<file path="config.mk">
export PLATFORM = sky130hd
export DESIGN_NAME = vga_timing_controller
export DESIGN_NICKNAME = d
export VERILOG_FILES = /design/src/rtl/vga_timing_pkg.sv /design/src/rtl/vga_timing_controller_pixel_tick_divider.sv /design/src/rtl/vga_timing_controller.sv
export SDC_FILE = /design/constraint.sdc
export NUM_CORES = 1
export LEC_CHECK = 0
export BUFFER_PORTS_ARGS = -buffer_cell sky130_fd_sc_hd__buf_2
export CAP_MARGIN = 20
export CORE_UTILIZATION = 58
export CTS_BUF_LIST = sky130_fd_sc_hd__clkbuf_8
export DETAILED_ROUTE_END_ITERATION = 7
export PLACE_DENSITY = 0.86
export SLEW_MARGIN = 20
export SYNTH_ARGS = -nofsm -noshare
export SYNTH_HDL_FRONTEND = slang
export SYNTH_HIERARCHICAL = 1
export SYNTH_SLANG_ARGS = --single-unit
</file>
<file path="constraint.sdc">
create_clock -name clk -period 2.3 [get_ports clk]
set_clock_uncertainty 0.05 [all_clocks]
set_input_delay 0.23 -clock clk [delete_from_list [all_inputs] [get_ports clk]]
set_output_delay 0.23 -clock clk [all_outputs]
set_load 0.01 [all_outputs]
</file>
<file path="src/rtl/vga_timing_pkg.sv">
// Shared state encoding, default VGA timing and counter widths for the
// timing controller and its divider.
package vga_timing_pkg;
  localparam logic [1:0] ST_IDLE     = 2'd0;
  localparam logic [1:0] ST_RUN      = 2'd1;
  localparam logic [1:0] ST_STOPPING = 2'd2;

  localparam int H_TOTAL      = 1600;
  localparam int H_ACTIVE     = 1280;
  localparam int V_TOTAL      = 521;
  localparam int V_ACTIVE     = 480;
  localparam int V_SYNC_START = 490;
  localparam int V_SYNC_END   = 491;

  localparam int H_W = 11;
  localparam int V_W = 10;
endpackage

</file>
<file path="src/rtl/vga_timing_controller_pixel_tick_divider.sv">
// Pixel tick generator: counts system clocks while run is high and emits a
// registered one-clock tick each time the count wraps.
module pixel_tick_divider #(
  parameter int CLK_DIV = 1
) (
  input  logic clk,
  input  logic rst_n,
  input  logic run,
  output logic tick
);
  localparam int DW = (CLK_DIV > 1) ? $clog2(CLK_DIV) : 1;

  logic [DW-1:0] div;

  always_ff @(posedge clk or negedge rst_n) begin
    if (!rst_n) begin
      div  <= '0;
      tick <= 1'b0;
    end else if (!run) begin
      div  <= '0;
      tick <= 1'b0;
    end else if (div == DW'(CLK_DIV - 1)) begin
      div  <= '0;
      tick <= 1'b1;
    end else begin
      div  <= div + 1'b1;
      tick <= 1'b0;
    end
  end
endmodule

</file>
<file path="src/rtl/vga_timing_controller.sv">
// VGA scan sequencer: run/stop FSM with frame-aligned stop, pixel counters
// and the VSync / active-video / frame-start decodes.
module vga_timing_controller
  import vga_timing_pkg::*;
#(
  parameter int CLK_DIV         = 1,
  parameter int H_TOTAL_P       = H_TOTAL,
  parameter int H_ACTIVE_P      = H_ACTIVE,
  parameter int V_TOTAL_P       = V_TOTAL,
  parameter int V_ACTIVE_P      = V_ACTIVE,
  parameter int V_SYNC_START_P  = V_SYNC_START,
  parameter int V_SYNC_END_P    = V_SYNC_END
) (
  input  logic           clk,
  input  logic           rst_n,
  input  logic           enable,
  output logic [H_W-1:0] cntHorizontal,
  output logic [V_W-1:0] cntVertical,
  output logic           pixelTick,
  output logic           videoOn,
  output logic           VSync,
  output logic           frameStart,
  output logic           running
);
  logic [1:0] state, state_nxt;
  logic       h_last, v_last, frame_last;

  assign h_last     = (cntHorizontal == H_W'(H_TOTAL_P - 1));
  assign v_last     = (cntVertical == V_W'(V_TOTAL_P - 1));
  assign frame_last = pixelTick && h_last && v_last;

  always_comb begin
    state_nxt = state;
    case (state)
      ST_IDLE:     if (enable) state_nxt = ST_RUN;
      ST_RUN:      if (!enable) state_nxt = ST_STOPPING;
      ST_STOPPING: begin
        if (enable)          state_nxt = ST_RUN;
        else if (frame_last) state_nxt = ST_IDLE;
      end
      default:     state_nxt = ST_IDLE;
    endcase
  end

  // Divider is driven from the next state so CLK_DIV=1 ticks on the very
  // first RUN clock and the divider is cleared on the stopping edge.
  pixel_tick_divider #(.CLK_DIV(CLK_DIV)) u_div (
    .clk   (clk),
    .rst_n (rst_n),
    .run   (state_nxt != ST_IDLE),
    .tick  (pixelTick)
  );

  always_ff @(posedge clk or negedge rst_n) begin
    if (!rst_n) begin
      state         <= ST_IDLE;
      cntHorizontal <= '0;
      cntVertical   <= '0;
      frameStart    <= 1'b0;
    end else begin
      state      <= state_nxt;
      frameStart <= ((state == ST_IDLE) && (state_nxt == ST_RUN)) ||
                    ((state_nxt == ST_RUN) && frame_last);
      if (state_nxt == ST_IDLE) begin
        cntHorizontal <= '0;
        cntVertical   <= '0;
      end else if (pixelTick) begin
        if (h_last) begin
          cntHorizontal <= '0;
          cntVertical   <= v_last ? '0 : cntVertical + 1'b1;
        end else begin
          cntHorizontal <= cntHorizontal + 1'b1;
        end
      end
    end
  end

  assign running = (state == ST_RUN) || (state == ST_STOPPING);
  assign videoOn = running && (cntHorizontal < H_W'(H_ACTIVE_P)) &&
                   (cntVertical < V_W'(V_ACTIVE_P));
  assign VSync   = !(running && (cntVertical >= V_W'(V_SYNC_START_P)) &&
                     (cntVertical <= V_W'(V_SYNC_END_P)));
endmodule

</file>
; Word level (Yosys, flattened, before mapping)
; Index checks and enable logic that the tools add are counted.
[totals]
register_bits = 26
in_bits = 3
out_inout_bits = 26
wordCells = 51
[classes]
n_addsub = 3
order_cmp = 4
n_eq_ne = 5
n_mux = 16
reduce_logical = 17
[op_table]
columns = operator, count
row1 = $mux W10, 4
row2 = $mux W11, 3
row3 = $add A11 B1 Y11 const B, 1
row4 = $eq A11 B11 Y1 const B, 1
row5 = $lt A11 B11 Y1 const B, 1
row6 = $add A10 B1 Y10 const B, 1
row7 = $eq A10 B10 Y1 const B, 1
row8 = $ge A10 B9 Y1 const B, 1
row9 = $le A10 B9 Y1 const B, 1
row10 = $lt A10 B9 Y1 const B, 1
row11 = $logic_and A1 B1 Y1, 8
row12 = $mux W2, 4
row13 = $pmux W2 S3, 1
row14 = $reduce_bool A2 Y1, 3
row15 = $eq A2 B1 Y1 const B, 2
row16 = $logic_not A2 Y1, 2
row17 = $mux W1, 4
row18 = $eq A2 B2 Y1 const B, 1
row19 = $logic_or A1 B1 Y1, 2
row20 = $reduce_and A2 Y1, 1
row21 = $add A1 B1 Y1 const B, 1
row22 = $logic_not A1 Y1, 1

; Depth between registers and ports, before layout
; Gate-level depths: netlist of the first run.
[logic_depth]
ltp_word = 9
ltp_mapped = 8
mapped_depth_nobuf = 7

; By module
; The synthesis of the first run kept the hierarchy.
[modules_own_cells]
columns = module, instances, cells_each, area_each_um2, seq_area_each_um2
row1 = vga_timing_controller, 1, 156, 1616.6, 600.6
row2 = pixel_tick_divider, 1, 1, 25.0, 25.0

; Worst setup path before layout of the first run
; Ideal clock, no wire load.
[synth_timing]
path_kind = register to register
from = register cntHorizontal[0]
to = register cntHorizontal[5]
setup_ps = 145
arrival_time_ps = 1914
t_required_ps = 2105
path_slack_ps = 190
path_stages_with_launch = 8
period_less_slack_ps = 2110
cell_sequence = dfrtp_1 > ha_1 > nand2_1 > nor4_4 > a311oi_4 > a211oi_4 > buf_6 > a311oi_2
[synth_between]
elab_chain_cells = 8
elab_cells_between_ends = 12
classes_between = add/sub: 1 / eq/ne: 1 / mux: 6 / reduce/logical: 4
[synth_lines]
columns = item, line_no
row1 = "start, declared", vga_timing_controller.sv:17  ; output logic [H_W-1:0] cntHorizontal,
row2 = "start signal, assigned", vga_timing_controller.sv:72  ; cntHorizontal <= cntHorizontal + 1'b1;
row3 = $eq A11 B11 Y1 (*), vga_timing_controller.sv:28  ; assign h_last = (cntHorizontal == H_W'(H_TOTAL_P - 1));
row4 = $logic_and A1 B1 Y1 (*) (2 in series), vga_timing_controller.sv:30  ; assign frame_last = pixelTick && h_last && v_last;
row5 = $mux W2 (*), vga_timing_controller.sv:39  ; else if (frame_last) state_nxt = ST_IDLE;
row6 = $mux W2 (*), vga_timing_controller.sv:38  ; if (enable) state_nxt = ST_RUN;
row7 = $pmux W2 S3 (*), vga_timing_controller.sv:34  ; case (state)
row8 = named net state_nxt[0], vga_timing_controller.sv:25  ; logic [1:0] state, state_nxt;
row9 = $logic_not A2 Y1 (*), vga_timing_controller.sv:64  ; if (state_nxt == ST_IDLE) begin
row10 = $mux W11 / $reduce_bool A2 Y1 (equally long branches), --
; The timed path passes the listed nets; every way through them passes the cells marked *. The select of a mux whose other input is x is not followed.
; A chain may end at the register's enable or synchronous reset.

; Final worst setup path of the first run
[layout_timing]
from = register cntHorizontal[1]
to = register cntVertical[7]
[layout_between]
elab_chain_cells = 9
elab_cells_between_ends = 11
classes_between = eq/ne: 1 / mux: 4 / reduce/logical: 6
[layout_lines]
columns = item, line_no
row1 = $eq A11 B11 Y1 (*), vga_timing_controller.sv:28
row2 = $logic_and A1 B1 Y1 (2 in series), vga_timing_controller.sv:30
row3 = $mux W2, vga_timing_controller.sv:39
row4 = $mux W2, vga_timing_controller.sv:38
row5 = $pmux W2 S3, vga_timing_controller.sv:34
row6 = $logic_not A2 Y1, vga_timing_controller.sv:64
row7 = $reduce_bool A2 Y1 (no line), --
row8 = $reduce_and A2 Y1 (no line), --
row9 = "end signal, assigned", vga_timing_controller.sv:70  ; cntVertical <= v_last ? '0 : cntVertical + 1'b1;
row10 = "end, declared", vga_timing_controller.sv:18  ; output logic [V_W-1:0] cntVertical,
; Mark *: on every way between the ends. The rest lies on a longest branch, timed or not.

==> impl_metrics.xml, run 1 <==
<?xml version="1.0" encoding="UTF-8"?>
<metrics>
  <group name="yosys">
    <metric name="yosys_warnings" unit="">6</metric>
    <metric name="synth_cell_type_count" unit="">47</metric>
    <metric name="synth_area_per_cell" unit="µm²">10.46</metric>
    <metric name="number_of_enable_flip_flop_cells_after_synthesis" unit="">0</metric>
    <metric name="synthesis.nets" unit="">167</metric>
    <metric name="synthesis.area" unit="µm²">1642</metric>
    <metric name="synthCells" unit="">157</metric>
    <metric name="synth.ff_latch_count" unit="">25</metric>
    <metric name="synth-main-ff-cell" unit="">sky130_fd_sc_hd__dfrtp_1</metric>
    <metric name="yosysSeqAreaShare" unit="%">38.11</metric>
    <metric name="synth_async_sr_flop_share" unit="%">100.0</metric>
  </group>
  <group name="timing">
    <metric name="period_share" unit="%">93.36</metric>
    <metric name="worst_pin_slew" unit="ns">0.5540</metric>
    <metric name="fmax" unit="MHz">465.7</metric>
    <metric name="slew-limit-headroom" unit="%">63.07</metric>
    <metric name="rsz0062_at_grt" unit="">no</metric>
    <metric name="report.final.hold_viol_count" unit="">0</metric>
    <metric name="finalHoldWorstSlack" unit="ns">0.3917</metric>
    <metric name="finalMaxSlewViolations" unit="">0</metric>
    <metric name="finalSetupViolCount" unit="">0</metric>
    <metric name="worst_slack" unit="ns">0.1528</metric>
    <metric name="timing.final.crit_period" unit="ns">2.147</metric>
    <metric name="final_tns_setup" unit="ns">0</metric>
  </group>
  <group name="place">
    <metric name="io_buffer_count" unit="">28</metric>
    <metric name="placement.cell_area" unit="µm²">1852</metric>
    <metric name="place_congestion" unit="">0.8745</metric>
    <metric name="preCtsSetupSlack" unit="ns">0.06085</metric>
    <metric name="dp_hpwl" unit="mm">2.655</metric>
    <metric name="place_inst" unit="">220</metric>
  </group>
  <group name="cells_and_area">
    <metric name="antenna_cells" unit="">0</metric>
    <metric name="utilization" unit="%">74.42</metric>
    <metric name="finalInstanceArea" unit="µm²">1911</metric>
    <metric name="post_route_cells_drive_above_1_share" unit="%">37.44</metric>
    <metric name="leading_cell_type_in_the_layout_fill_and_taps_excluded" unit="">sky130_fd_sc_hd__buf_2</metric>
    <metric name="layout.nets" unit="">206</metric>
    <metric name="final-instance-count-excl-fill" unit="">225</metric>
    <metric name="leading_cell_types_in_the_layout_fill_and_taps_excluded" unit="">28 x sky130_fd_sc_hd__buf_2, 25 x sky130_fd_sc_hd__dfrtp_1, 14 x sky130_fd_sc_hd__nand2_1</metric>
    <metric name="areaGrowthSynthToFinish" unit="%">16.39</metric>
  </group>
  <group name="setup_path">
    <metric name="crit_path_max_incr_delay" unit="ns">0.60</metric>
    <metric name="critical_path.cell_chain" unit="">ha_1, nand2_1, or4_4, nor2_8, a31oi_1, a311oi_1</metric>
    <metric name="setup.worst_path.end_class" unit="">flop</metric>
    <metric name="critical_path_class" unit="">reg -&gt; reg</metric>
    <metric name="worstPathMaxFanout" unit="">7</metric>
    <metric name="timing.critical_path.required" unit="ns">2.42</metric>
    <metric name="critical_path.slowest_cell" unit="">sky130_fd_sc_hd__or4_4</metric>
    <metric name="element_type_at_the_critical_path_start" unit="">flop</metric>
    <metric name="crit_arrival" unit="ns">2.27</metric>
  </group>
  <group name="power_and_ir_drop">
    <metric name="power.density" unit="nW/µm²">828.7</metric>
    <metric name="static_power_due_to_leakage" unit="nW">0.8703</metric>
    <metric name="peakVddDrop" unit="mV">1.227</metric>
    <metric name="report.power.total" unit="mW">1.583</metric>
  </group>
  <group name="floorplanning">
    <metric name="floorplan.die_area" unit="µm²">3047</metric>
    <metric name="dieWidth" unit="µm">55.20</metric>
    <metric name="io_pins" unit="">29</metric>
    <metric name="die-height" unit="µm">55.20</metric>
    <metric name="fp.coreArea" unit="µm²">2567</metric>
    <metric name="rows" unit="">18</metric>
    <metric name="starting_utilization_of_the_core_area" unit="%">63.94</metric>
  </group>
  <group name="grt">
    <metric name="grt_max_degree" unit="">26</metric>
    <metric name="antenna_found_initial" unit="">0</metric>
    <metric name="grt_util_all_layers" unit="%">25.58</metric>
    <metric name="first_global_vias" unit="">1387</metric>
    <metric name="grt_first_pass_wirelength" unit="mm">6.341</metric>
    <metric name="globalRouteOverflowTotal" unit="">0</metric>
  </group>
  <group name="clocking">
    <metric name="worst_setup_hold_path_clk_slew" unit="ns">0.09</metric>
    <metric name="clk_root_buffer_cell" unit="">sky130_fd_sc_hd__clkbuf_8</metric>
    <metric name="clockBufferDepth" unit="">2</metric>
    <metric name="cts-buffers-inserted" unit="">3</metric>
    <metric name="post-cts-setup-buffer-count" unit="">0</metric>
    <metric name="cts.htree.levels" unit="">1</metric>
    <metric name="tritoncts_num_sinks" unit="">25</metric>
    <metric name="clk_latency" unit="ns">0.27</metric>
    <metric name="tritoncts" unit="">done</metric>
  </group>
  <group name="drt">
    <metric name="detail-route-antenna-nets" unit="">0</metric>
    <metric name="first_iteration_detailed_routing_drc_count" unit="">58</metric>
    <metric name="via_per_inst" unit="">6.204</metric>
    <metric name="residual_drc_count" unit="">0</metric>
    <metric name="wl" unit="mm">3.655</metric>
    <metric name="drt_pre_antenna_iters" unit="">4</metric>
    <metric name="vias" unit="">1396</metric>
    <metric name="detail_route.wl_per_cell" unit="µm">16.24</metric>
  </group>
  <group name="min_path">
    <metric name="hp-class" unit="">in -&gt; reg</metric>
  </group>
  <group name="run_status">
    <metric name="status" unit="">finished clean</metric>
  </group>
  <group name="job">
    <metric name="maxCapViolCount" unit="">0</metric>
  </group>
</metrics>
[critical path: cells and delay by family, from the launching register on]
kind                     cells  cell delay [ns]
AND/OR/NAND/NOR              3             0.93
flip-flops                   1             0.46
AO/OA/AOI/OAI                2             0.37
adder cells (fa/ha/maj)      1             0.23
[registers in the layout, indices dropped and copies added, names as in the netlist]
signal / count
cntHorizontal: 11
state: 2
frameStart: 1
u_div/tick: 1
cntVertical: 10
[cell families (layout without fill, tap and decap cells)]
logic type	count (synthesis)	after routing	synth area share [%]
adder cells (fa/ha/maj)	7	7	5.335
XOR/XNOR	8	8	4.268
flip-flops	25	25	38.11
AO/OA/AOI/OAI	35	35	19.13
AND/OR/NAND/NOR	67	67	26.91
buffers and inverters	14	52	5.640
multiplexers	1	1	0.6098
[where the power goes]
| part | switching, mW | internal (mW) |
|---|---|---|
| logic | 0.486 | 0.307 |
| clock network | 0.139 | 0.119 |
| registers | 0.0460 | 0.486 |
[Yosys cell counts (3+ instances only)]
library cell | number | share of area [%]
sky130_fd_sc_hd__a21oi_1 | 9 | 2.7
sky130_fd_sc_hd__a311oi_2 | 4 | 3.7
sky130_fd_sc_hd__and3_1 | 3 | 1.1
sky130_fd_sc_hd__buf_6 | 3 | 2.1
sky130_fd_sc_hd__dfrtp_1 | 25 | 38
sky130_fd_sc_hd__ha_1 | 7 | 5.3
sky130_fd_sc_hd__inv_1 | 7 | 1.6
sky130_fd_sc_hd__nand2_1 | 14 | 3.2
sky130_fd_sc_hd__nand3_1 | 6 | 1.8
sky130_fd_sc_hd__nand4_1 | 7 | 2.7
sky130_fd_sc_hd__nor2_1 | 9 | 2.1
sky130_fd_sc_hd__nor2_2 | 10 | 3.8
sky130_fd_sc_hd__nor3_2 | 4 | 2.4
sky130_fd_sc_hd__o21ai_0 | 3 | 0.91
sky130_fd_sc_hd__xnor2_1 | 3 | 1.6
sky130_fd_sc_hd__xor2_1 | 5 | 2.7
[metal layers]
| layer | share of wire, % | wire, µm | vias to the layer above | GRT usage, % |
|---|---|---|---|---|
| met5 | 0 | 0 | - | 0 |
| met1 | 45 | 1632 | 672 | 35.29 |
| li1 | - | - | 661 | - |
| met2 | 50 | 1812 | 57 | 42.17 |
| met4 | 0.74 | 27 | 0 | 7.500 |
| met3 | 5.0 | 182 | 6 | 3.513 |
[path summary, 6_finish.rpt]
check                                  from               end  slack [ns]  cells past startpoint
min                                  enable          state[0]        0.39                      3
max reg2reg                cntHorizontal[1]    cntVertical[7]        0.15                      6
min in group asynchronous             rst_n    cntVertical[2]        0.42                      2
min reg2reg                  cntVertical[0]    cntVertical[0]        0.51                      3
max in group asynchronous             rst_n  cntHorizontal[3]        1.40                      2
max                        cntHorizontal[1]    cntVertical[7]        0.15                      6
[layout make-up]
class	instances	area, µm²
flip-flops and latches	25	625.6
fillers	187	656.9
well taps	30	37.54
inverters	8	30.03
repair buffers	40	245.2
multi-input cells	118	927.1
clock buffers	3	41.29
clock inverters	1	3.754
[timing repair]
item / in CTS / in global routing
endpoints found under the hold margin: 25 / 0
endpoints found under the setup margin: 0 / 2
hold buffers: 1 / 0
resized for setup: 0 / 1
Note: power is estimated with default switching activity, not from simulation.
==> inputs of run 2 (changes only) <==
--- a/config.mk
+++ b/config.mk
@@ -5,12 +5,13 @@
 export SDC_FILE = /design/constraint.sdc
 export NUM_CORES = 1
 export LEC_CHECK = 0
+export ABC_AREA = 1
 export BUFFER_PORTS_ARGS = -buffer_cell sky130_fd_sc_hd__buf_2
 export CAP_MARGIN = 20
-export CORE_UTILIZATION = 58
+export CORE_UTILIZATION = 57
 export CTS_BUF_LIST = sky130_fd_sc_hd__clkbuf_8
 export DETAILED_ROUTE_END_ITERATION = 7
-export PLACE_DENSITY = 0.86
+export PLACE_DENSITY = 0.85
 export SLEW_MARGIN = 20
 export SYNTH_ARGS = -nofsm -noshare
 export SYNTH_HDL_FRONTEND = slang
==> run 2 against run 1 <==
  * Power decreased by 6.7%
  * Maximum frequency is 1.4% higher
  * Combinational power shrank 18%
  * Cell area shrank 3.3%
  * Clock power is 6% higher
  * Via count grew 7.9%
  * Die area up 0.65%
  * Sequential power is 4.3% higher
  * Critical endpoint unchanged
==> impl_metrics.xml, run 2 <==
<?xml version="1.0" encoding="UTF-8"?>
<metrics>
  <group name="timing">
    <metric name="worst_pin_slew" unit="ns">0.5597</metric>
    <metric name="fmax" unit="MHz">472.2</metric>
    <metric name="report.final.hold_viol_count" unit="">0</metric>
    <metric name="worst_slack" unit="ns">0.1821</metric>
    <metric name="finalSetupViolCount" unit="">0</metric>
    <metric name="finalMaxSlewViolations" unit="">0</metric>
    <metric name="timing.final.crit_period" unit="ns">2.118</metric>
    <metric name="final_tns_setup" unit="ns">0</metric>
    <metric name="slew-limit-headroom" unit="%">62.34</metric>
    <metric name="rsz0062_at_grt" unit="">no</metric>
    <metric name="period_share" unit="%">92.08</metric>
  </group>
  <group name="run_status">
    <metric name="status" unit="">finished clean</metric>
  </group>
  <group name="yosys">
    <metric name="synth_async_sr_flop_share" unit="%">100.0</metric>
    <metric name="synthCells" unit="">216</metric>
    <metric name="post-synth-top-count-cell" unit="">sky130_fd_sc_hd__nand2_1</metric>
    <metric name="synth-main-ff-cell" unit="">sky130_fd_sc_hd__dfrtp_1</metric>
    <metric name="synthesis.nets" unit="">226</metric>
    <metric name="yosysSeqAreaShare" unit="%">38.52</metric>
    <metric name="synth_top_area_share" unit="%">38.52</metric>
    <metric name="yosys_warnings" unit="">6</metric>
    <metric name="synth.top_cells.by_count" unit="">37 x sky130_fd_sc_hd__nand2_1, 32 x sky130_fd_sc_hd__nand3_1, 29 x sky130_fd_sc_hd__nor2_1</metric>
    <metric name="synth_cell_type_count" unit="">27</metric>
    <metric name="synthDominantAreaCellType" unit="">sky130_fd_sc_hd__dfrtp_1</metric>
    <metric name="synthesis.area" unit="µm²">1624</metric>
    <metric name="number_of_enable_flip_flop_cells_after_synthesis" unit="">0</metric>
    <metric name="synth.ff_latch_count" unit="">25</metric>
    <metric name="area_contributors_post_synth" unit="">sky130_fd_sc_hd__dfrtp_1 39%, sky130_fd_sc_hd__nand3_1 9.9%, sky130_fd_sc_hd__nand2_1 8.6%</metric>
    <metric name="synth_area_per_cell" unit="µm²">7.519</metric>
  </group>
  <group name="cells_and_area">
    <metric name="largest_registers" unit="">cntHorizontal (11), cntVertical (10), state (2)</metric>
    <metric name="utilization" unit="%">71.30</metric>
    <metric name="leading_cell_types_in_the_layout_fill_and_taps_excluded" unit="">37 x sky130_fd_sc_hd__nand2_1, 32 x sky130_fd_sc_hd__nand3_1, 29 x sky130_fd_sc_hd__nor2_1</metric>
    <metric name="final-instance-count-excl-fill" unit="">275</metric>
    <metric name="largest_register_ffs" unit="">11</metric>
    <metric name="regMostFlops" unit="">cntHorizontal</metric>
    <metric name="layout.nets" unit="">256</metric>
    <metric name="leading_cell_type_in_the_layout_fill_and_taps_excluded" unit="">sky130_fd_sc_hd__nand2_1</metric>
    <metric name="antenna_cells" unit="">0</metric>
    <metric name="post_route_cells_drive_above_1_share" unit="%">17.55</metric>
    <metric name="sequential_cell_area" unit="µm²">625.6</metric>
    <metric name="multi_input_comb_area" unit="µm²">860.8</metric>
    <metric name="areaGrowthSynthToFinish" unit="%">13.71</metric>
    <metric name="n_fill_cell" unit="">224</metric>
  </group>
  <group name="setup_path">
    <metric name="timing.critical_path.required" unit="ns">2.41</metric>
    <metric name="path_delay_family" unit="">simple AND/OR/NAND/NOR gates</metric>
    <metric name="crit_arrival" unit="ns">2.23</metric>
    <metric name="critical_path_class" unit="">reg -&gt; reg</metric>
    <metric name="element_type_at_the_critical_path_start" unit="">flop</metric>
    <metric name="critical_path.cell_chain" unit="">ha_1, nand3_2, nor2_4, nand3_4, nor2_4, nand2_1, nand2_1, nand2_1, nand2_2, nand2_4, clkinvlp_4, a21oi_1</metric>
    <metric name="worstPathMaxFanout" unit="">25</metric>
    <metric name="critical_path.slowest_cell" unit="">sky130_fd_sc_hd__dfrtp_1</metric>
    <metric name="path_buf_inv" unit="">1</metric>
    <metric name="crit_path_max_incr_delay" unit="ns">0.44</metric>
    <metric name="path_common_cell" unit="">sky130_fd_sc_hd__nand2_1</metric>
    <metric name="setup.worst_path.end_class" unit="">flop</metric>
  </group>
  <group name="place">
    <metric name="place_inst" unit="">269</metric>
    <metric name="io_buffer_count" unit="">28</metric>
    <metric name="preCtsSetupSlack" unit="ns">0.09441</metric>
    <metric name="place_congestion" unit="">0.8767</metric>
    <metric name="dp_hpwl" unit="mm">2.426</metric>
  </group>
  <group name="min_path">
    <metric name="hp-class" unit="">in -&gt; reg</metric>
  </group>
  <group name="drt">
    <metric name="detail-route-antenna-nets" unit="">0</metric>
    <metric name="drt_pre_antenna_iters" unit="">4</metric>
    <metric name="vias" unit="">1506</metric>
    <metric name="detail_route.wl_per_cell" unit="µm">12.35</metric>
    <metric name="wl" unit="mm">3.395</metric>
    <metric name="via_per_inst" unit="">5.476</metric>
    <metric name="residual_drc_count" unit="">0</metric>
    <metric name="first_iteration_detailed_routing_drc_count" unit="">67</metric>
  </group>
  <group name="grt">
    <metric name="grt_util_all_layers" unit="%">23.87</metric>
    <metric name="antenna_found_initial" unit="">0</metric>
    <metric name="first_global_vias" unit="">1363</metric>
    <metric name="grt_max_degree" unit="">26</metric>
    <metric name="globalRouteOverflowTotal" unit="">0</metric>
    <metric name="grt_first_pass_wirelength" unit="mm">5.982</metric>
  </group>
  <group name="clocking">
    <metric name="clk_root_buffer_cell" unit="">sky130_fd_sc_hd__clkbuf_8</metric>
    <metric name="cts.htree.levels" unit="">1</metric>
    <metric name="post-cts-setup-buffer-count" unit="">0</metric>
    <metric name="worst_setup_hold_path_clk_slew" unit="ns">0.09</metric>
    <metric name="tritoncts" unit="">done</metric>
    <metric name="tritoncts_num_sinks" unit="">25</metric>
    <metric name="clk_latency" unit="ns">0.27</metric>
    <metric name="clockBufferDepth" unit="">2</metric>
    <metric name="cts-buffers-inserted" unit="">3</metric>
  </group>
  <group name="job">
    <metric name="maxCapViolCount" unit="">0</metric>
  </group>
  <group name="floorplanning">
    <metric name="rows" unit="">18</metric>
    <metric name="dieWidth" unit="µm">55.38</metric>
    <metric name="floorplan.die_area" unit="µm²">3067</metric>
    <metric name="starting_utilization_of_the_core_area" unit="%">62.71</metric>
    <metric name="die-height" unit="µm">55.38</metric>
    <metric name="io_pins" unit="">29</metric>
    <metric name="fp.coreArea" unit="µm²">2590</metric>
  </group>
  <group name="power_and_ir_drop">
    <metric name="peakVddDrop" unit="mV">0.9385</metric>
    <metric name="static_power_due_to_leakage" unit="nW">0.9651</metric>
    <metric name="power.density" unit="nW/µm²">800.2</metric>
  </group>
</metrics>
-- run 2: cell count changes after synthesis, sizes merged, moves of 3 or more --
cell and delta:
nand3 +28, nand2 +24, inv +19, nor2 +11, a311oi -7, o21ai +7, xor2 +7, nand4 -5
and3 -3, xnor2 -3
-- run 2: power by group --
part | total [mW] | internal [mW] | switching (mW) | leakage (nW)
Combinational | 0.649 | 0.179 | 0.470 | 0.600
Sequential | 0.555 | 0.487 | 0.0683 | 0.343
Clock | 0.274 | 0.123 | 0.151 | 0.0217
-- run 2: repair_timing --
action / 4_1_cts / 5_1_grt
hold endpoints to repair: 25 / 0
gates resized for setup: 0 / 3
endpoints found under the setup margin: 0 / 10
hold buffers: 1 / 0
-- run 2: cell families after synthesis --
| logic type | share of synthesized area, % |
|---|---|
| AND/OR/NAND/NOR | 33.20 |
| adder cells (fa/ha/maj) | 5.393 |
| buffers and inverters | 8.859 |
| AO/OA/AOI/OAI | 7.550 |
| flip-flops | 38.52 |
| XOR/XNOR | 6.471 |
-- run 2: final timing paths --
check,from,to,slack (ns),cells past startpoint
worst max register to register,cntHorizontal[0],cntVertical[7],0.18,12
max in group asynchronous,rst_n,frameStart,1.41,2
worst min register to register,cntHorizontal[5],cntHorizontal[5],0.51,2
worst max-delay path,cntHorizontal[0],cntVertical[7],0.18,12
worst min-delay path,enable,state[1],0.28,4
min in group asynchronous,rst_n,state[1],0.41,2
-- run 2: cell type report --
| type | count | area share (%) |
|---|---|---|
| Sequential cell | 25 | 33.88 |
| Clock inverter | 1 | 0.4065 |
| Timing Repair inverter | 1 | 0.4065 |
| Clock buffer | 3 | 2.236 |
| Inverter | 28 | 5.894 |
| Multi-Input combinational cell | 157 | 46.61 |
| Timing Repair Buffer | 30 | 8.537 |
| Tap cell | 30 | 2.033 |
-- run 2: layer usage --
metal / part of all wire, % / wire, µm / global-route usage, % / vias to the layer above
li1: - / - / - / 762
met1: 52 / 1768 / 36.13 / 695
met2: 43 / 1443 / 35.46 / 45
met3: 4.3 / 145 / 3.044 / 4
met4: 1.1 / 38 / 7.143 / 0
met5: 0 / 0 / 0 / -
-- run 2: tightest hold or removal path, cell delays in order --
cell                      delay [ns]
sky130_fd_sc_hd__buf_2          0.11
sky130_fd_sc_hd__a21oi_1        0.08
sky130_fd_sc_hd__nand2_2        0.11
sky130_fd_sc_hd__inv_1          0.05
-- run 2: per-stage QoR --
step	hold WS [ns]	power (mW)	cell area (µm²)
after global placement	0.2051	1.149	1770
after global routing	0.2902	1.587	1847
after detailed placement	0.2107	1.156	1770
after CTS	0.2685	1.435	1829
final	0.2812	1.478	1847
after floorplan	-0.1156	1.060	1624
